==> src/rtl/mtr_drv_pwm.sv <==
// Dual H-bridge PWM gate driver: shared 11-bit period counter, per-side duty latch,
// dead-time gating and reversal sequencing. Optional low-side braking: `define MTR_BRAKE_EN.
module mtr_drv_pwm #(
  parameter logic [5:0] DEAD_TIME = 6'd32
) (
  input  logic        clk,
  input  logic        rst_n,
  input  logic        pwr_up,
  input  logic [10:0] lft_spd,
  input  logic        lft_rev,
  input  logic [10:0] rght_spd,
  input  logic        rght_rev,
  output logic        lft_hi,
  output logic        lft_lo,
  output logic        lft_dir,
  output logic        rght_hi,
  output logic        rght_lo,
  output logic        rght_dir,
  output logic        pwm_synch
);

  typedef enum logic [1:0] {
    RUN = 2'd0,
    GAP = 2'd1,
    OFF = 2'd2
  } side_state_e;

  logic [10:0] cnt_q, cnt_d;
  logic        synch_q;
  logic        boundary;

  logic [10:0] spd_in [2];
  logic [1:0]  rev_in;
  logic [1:0]  hi_w, lo_w, dir_w;

  assign spd_in[0] = lft_spd;
  assign spd_in[1] = rght_spd;
  assign rev_in    = {rght_rev, lft_rev};

  assign cnt_d    = cnt_q + 11'd1;
  assign boundary = (cnt_q == 11'h7FF);

  always_ff @(posedge clk or negedge rst_n) begin
    if (!rst_n) begin
      cnt_q   <= 11'd0;
      synch_q <= 1'b0;
    end else begin
      cnt_q   <= cnt_d;
      synch_q <= boundary;
    end
  end

  for (genvar s = 0; s < 2; s++) begin : g_side
    side_state_e state_q, state_d;
    logic [10:0] duty_q, duty_d;
    logic        dir_q, dir_d;
    logic        raw, raw_q;
    logic [5:0]  dt_q, dt_d;
    logic        dt_ok;
    logic        gate_en;
    logic        hi_q, hi_d, lo_q, lo_d;
`ifdef MTR_BRAKE_EN
    logic        hold_q, hold_d;
`endif

    assign raw     = (cnt_q < duty_q);
    assign gate_en = (state_q == RUN) && pwr_up;

    // Duty is re-latched at every boundary; direction only changes on GAP/OFF exit.
    always_comb begin
      state_d = state_q;
      dir_d   = dir_q;
      duty_d  = boundary ? spd_in[s] : duty_q;
      case (state_q)
        RUN: begin
          if (!pwr_up) begin
            state_d = OFF;
          end else if (boundary && (rev_in[s] != dir_q)) begin
            state_d = GAP;
          end
        end
        GAP: begin
          if (!pwr_up) begin
            state_d = OFF;
          end else if (boundary) begin
            dir_d   = rev_in[s];
            state_d = RUN;
          end
        end
        OFF: begin
          if (pwr_up && boundary) begin
            dir_d   = rev_in[s];
            state_d = RUN;
          end
        end
        default: begin
          state_d = OFF;
        end
      endcase
    end

    // Dead-time counter keeps running while gated off, so a return to RUN needs no extra wait.
    always_comb begin
      dt_d = dt_q;
      if (raw != raw_q) begin
        dt_d = 6'd0;
      end else if (dt_q < DEAD_TIME) begin
        dt_d = dt_q + 6'd1;
      end
      dt_ok = (dt_d == DEAD_TIME);
      hi_d  = raw & dt_ok & gate_en;
`ifdef MTR_BRAKE_EN
      hold_d = ~gate_en | (hold_q & ~raw);
      lo_d   = ~gate_en | (~raw & (dt_ok | hold_q));
`else
      lo_d   = ~raw & dt_ok & gate_en;
`endif
    end

    always_ff @(posedge clk or negedge rst_n) begin
      if (!rst_n) begin
        state_q <= RUN;
        duty_q  <= 11'd0;
        dir_q   <= 1'b0;
        raw_q   <= 1'b0;
        dt_q    <= 6'd0;
        hi_q    <= 1'b0;
        lo_q    <= 1'b0;
      end else begin
        state_q <= state_d;
        duty_q  <= duty_d;
        dir_q   <= dir_d;
        raw_q   <= raw;
        dt_q    <= dt_d;
        hi_q    <= hi_d;
        lo_q    <= lo_d;
      end
    end

`ifdef MTR_BRAKE_EN
    always_ff @(posedge clk or negedge rst_n) begin
      if (!rst_n) begin
        hold_q <= 1'b0;
      end else begin
        hold_q <= hold_d;
      end
    end
`endif

    assign hi_w[s]  = hi_q;
    assign lo_w[s]  = lo_q;
    assign dir_w[s] = dir_q;
  end

  assign lft_hi    = hi_w[0];
  assign lft_lo    = lo_w[0];
  assign lft_dir   = dir_w[0];
  assign rght_hi   = hi_w[1];
  assign rght_lo   = lo_w[1];
  assign rght_dir  = dir_w[1];
  assign pwm_synch = synch_q;

endmodule

==> config.mk <==
export PLATFORM = sky130hd
export DESIGN_NAME = mtr_drv_pwm
export DESIGN_NICKNAME = d
export VERILOG_FILES = /design/src/rtl/mtr_drv_pwm.sv
export SDC_FILE = /design/constraint.sdc
export NUM_CORES = 1
export LEC_CHECK = 0
export CAP_MARGIN = 20
export CORE_ASPECT_RATIO = 0.75
export CORE_MARGIN = 2
export CORE_UTILIZATION = 34
export DETAILED_ROUTE_END_ITERATION = 8
export SETUP_SLACK_MARGIN = 0.3
export SLEW_MARGIN = 20
export SYNTH_ARGS = -nofsm -noshare
export SYNTH_HDL_FRONTEND = slang
export SYNTH_SLANG_ARGS = --single-unit
==> constraint.sdc <==
create_clock -name clk -period 2.75 [get_ports clk]
set_input_delay 0.275 -clock clk [delete_from_list [all_inputs] [get_ports clk]]
set_output_delay 0.275 -clock clk [all_outputs]
set_load 0.03 [all_outputs]
==> flow_metrics.py <==
metrics = {
    "status": {
        "status": "completed",
    },
    "job": {
        "maxCapViolCount": 0,
    },
    "timing": {
        "tightest_slew_ns": 0.6340,
        "finClkSkew_ns": 0.007103,
        "slew_headroom_pct": 57.73,
        "slew_viol_final": 0,
        "rsz0062_at_grt": "false",
        "setup_viol_count_final": 0,
        "setup-tns-final_ns": 0,
        "period_minus_slack_ns": 2.083,
        "period_share_pct": 75.73,
        "final_hold_viol_count": 0,
        "fmax_ghz": 0.4802,
        "hold-worst-slack_ns": 0.4909,
    },
    "synthesis": {
        "ys_seq_area_share_pct": 48.64,
        "synth_top_flop_cell": "dfrtp_1",
        "avgSynthCellArea_um2": 10.58,
        "synthArstFlopShare_pct": 100.0,
        "post_synth_most_frequent_cells": "dfrtp_1 (58), nand2_1 (38), o21ai_0 (26), ha_1 (23), inv_1 (21)",
        "synth_most_common_cell": "dfrtp_1",
        "synth_cell_type_count": 40,
        "netlist_instances": 282,
        "syn_area_um2": 2984,
        "yosysWarningCount": 0,
        "yosys-top-cells-area": "dfrtp_1 (49%), ha_1 (9.6%), nand2_1 (4.8%), o21ai_0 (4.4%), nor3_2 (4.0%)",
        "synth_edf_count": 0,
        "yosys.area.top_type": "dfrtp_1",
        "syn_nets": 332,
        "netlist.area_leader.share_pct": 48.64,
        "synth_seq_cells": 58,
    },
    "floorplan": {
        "pin_count": 34,
        "initial_core_util_pct": 35.15,
        "core_um2": 8491,
        "core.rowCount": 29,
        "fp.dieH_um": 85.14,
        "dieArea_um2": 9550,
        "die_width_um": 112.2,
    },
    "global_route": {
        "grt_max_degree": 33,
        "overflow": 0,
        "grt_pass1_vias": 2075,
        "antenna_found_initial": 0,
        "grt_pass1_wl_um": 9922,
        "grt_usage_pct": 13.37,
    },
    "worst_setup_path": {
        "cp.arrival_ns": 2.28,
        "worst-setup-path-type": "reg2reg",
        "path_max_fanout": 6,
        "cp_cell_sequence": "ha_1, a21oi_1, o21ai_0, a221o_1, nor3_4, nor3_2",
        "worstSetupEndpointType": "register",
        "startpoint_type": "register",
        "path_delay_family": "compound AO/OA/AOI/OAI gates",
        "cpPeakStageDelay_ns": 0.45,
        "slowest_stage": "dfrtp_1",
        "cp_num_buf_inv": 0,
        "worstPathRequired_ns": 2.95,
    },
    "clock_tree": {
        "cts_sinks": 58,
        "cts_root_buffer": "clkbuf_16",
        "cts_buffer_depth": 2,
        "cts.clk_slew.worst_paths_ns": 0.05,
        "post-cts-setup-buffers": 0,
        "h-tree-depth": 3,
        "insertion_delay_ns": 0.33,
        "cts_buffers": 9,
        "tritoncts": "done",
        "cts.repair.resized": 0,
    },
    "routing": {
        "dr.pass1.iters": 4,
        "vias": 2018,
        "drtAntennaViolNets": 0,
        "first_iter_violations": 93,
        "viasPerCell": 4.628,
        "wl_per_cell_um": 13.06,
        "drt_wl_total_um": 5694,
        "drcViolationCount": 0,
    },
    "finish": {
        "antennaDiodeCount": 0,
        "area.growth.synth_to_final_pct": 25.87,
        "stdcell_count": 436,
        "design_area_um2": 3756,
        "nets": 373,
        "drive_gt1_share_pct": 12.80,
    },
    "place": {
        "port_buffers": 33,
        "dp.cells": 419,
        "place_area_um2": 3441,
        "gp_congestion": 0.7973,
        "hpwl_um": 4131,
    },
    "power": {
        "peakVddDrop_v": 0.0003938,
        "power.density_nw_per_um2": 543.0,
        "p_leak_nw": 1.799,
    },
    "min_path": {
        "holdCritPathClass": "reg2reg",
    },
}
-- cell type report --
cell class / count / area (µm²)
Fill cell: 824 / 4735
Sequential cell: 58 / 1451
Multi-Input combinational cell: 196 / 1418
Timing Repair Buffer: 36 / 362.8
Clock buffer: 11 / 252.7
Tap cell: 108 / 135.1
Inverter: 22 / 83.83
Clock inverter: 5 / 52.55
-- report_power, final --
part | internal, mW | total [mW] | switching (mW) | leakage (nW)
Combinational | 0.0365 | 0.0607 | 0.0242 | 0.998
Sequential | 0.855 | 0.855 | 0 | 0.650
Clock | 0.744 | 1.12 | 0.380 | 0.151
-- state kept, by name (all words and copies together) (netlist names) --
signal,flops
lft_hi,1
g_side.duty_q,22
pwm_synch,1
cnt_q,11
rght_hi,1
lft_dir,1
lft_lo,1
g_side.raw_q,2
rght_lo,1
g_side.state_q,4
rght_dir,1
g_side.dt_q,12
-- logic make-up (layout without fill, tap and decap cells) --
logic type	count (synthesis)	after routing	share of synthesized area, %
adder cells (fa/ha/maj)	23	23	9.644
AO/OA/AOI/OAI	48	48	9.769
flip-flops	58	58	48.64
AND/OR/NAND/NOR	100	100	20.25
buffers and inverters	28	74	3.857
multiplexers	4	4	1.426
XOR/XNOR	21	21	6.415
-- worst min-delay path, stage by stage, from the launching register on --
cell and delay (ns):
dfrtp_1 0.34, nand2_1 0.06, nand2_1 0.06
-- per-layer routing --
| metal | vias to the layer above | wire length [µm] | global-route usage (%) |
|---|---|---|---|
| met3 | 10 | 260 | 5.143 |
| met1 | 926 | 2993 | 18.81 |
| met5 | - | 0 | 0 |
| met2 | 34 | 2351 | 18.84 |
| met4 | 0 | 88 | 4.656 |
| li1 | 1048 | - | - |
-- layout by cell type (no fill, tap or decap), types with 2 or more instances in the layout --
| cell type | Yosys | final |
|---|---|---|
| dfrtp_1 | 58 | 58 |
| nand2_1 | 38 | 38 |
| clkdlybuf4s50_1 | 0 | 32 |
| o21ai_0 | 26 | 26 |
| ha_1 | 23 | 23 |
| inv_1 | 21 | 21 |
| nor3_2 | 12 | 12 |
| xor2_1 | 11 | 11 |
| nand3_1 | 10 | 10 |
| xnor2_1 | 9 | 9 |
| a21oi_1 | 9 | 9 |
| clkbuf_16 | 0 | 9 |
| nor3b_1 | 7 | 7 |
| nor2_1 | 6 | 6 |
| and3_1 | 5 | 5 |
| a21o_1 | 5 | 5 |
| nand4_1 | 4 | 4 |
| clkinv_2 | 1 | 4 |
| nor2b_1 | 3 | 3 |
| nand2b_1 | 3 | 3 |
| a221o_1 | 2 | 2 |
| o21a_4 | 2 | 2 |
| nor3_4 | 2 | 2 |
| mux2i_1 | 2 | 2 |
| a31oi_1 | 2 | 2 |
| or3_1 | 2 | 2 |
| clkbuf_8 | 0 | 2 |
-- final timing paths --
| kind | slack, ns | end | depth (start not counted) | startpoint |
|---|---|---|---|---|
| setup reg to reg | 0.67 | g_side[0].dt_q[2] | 6 | cnt_q[2] |
| hold / removal | 0.49 | g_side[0].duty_q[0] | 2 | g_side[0].duty_q[0] |
| setup / recovery | 0.67 | g_side[0].dt_q[2] | 6 | cnt_q[2] |
| hold reg to reg | 0.49 | g_side[0].duty_q[0] | 2 | g_side[0].duty_q[0] |
| min in group asynchronous | 0.51 | g_side[0].duty_q[5] | 2 | rst_n |
| max in group asynchronous | 1.65 | g_side[1].dt_q[3] | 3 | rst_n |
-- stage by stage --
step | util [%] | power, mW | worst slack, ns
after floorplan | - | 0.8709 | 0.8467
after detailed placement | 40.52 | 0.9309 | 0.6915
after CTS | 44.24 | 2.064 | 0.6618
after global placement | 40.52 | 0.9309 | 0.7089
final | 44.24 | 2.039 | 0.6673
after global routing | 44.24 | 2.105 | 0.5540
-- what timing repair did --
item	4_1_cts	5_1_grt
setup endpoints to repair	0	0
endpoints found under the hold margin	26	0
hold buffers	1	0
Note: power is estimated with default switching activity, not from simulation.
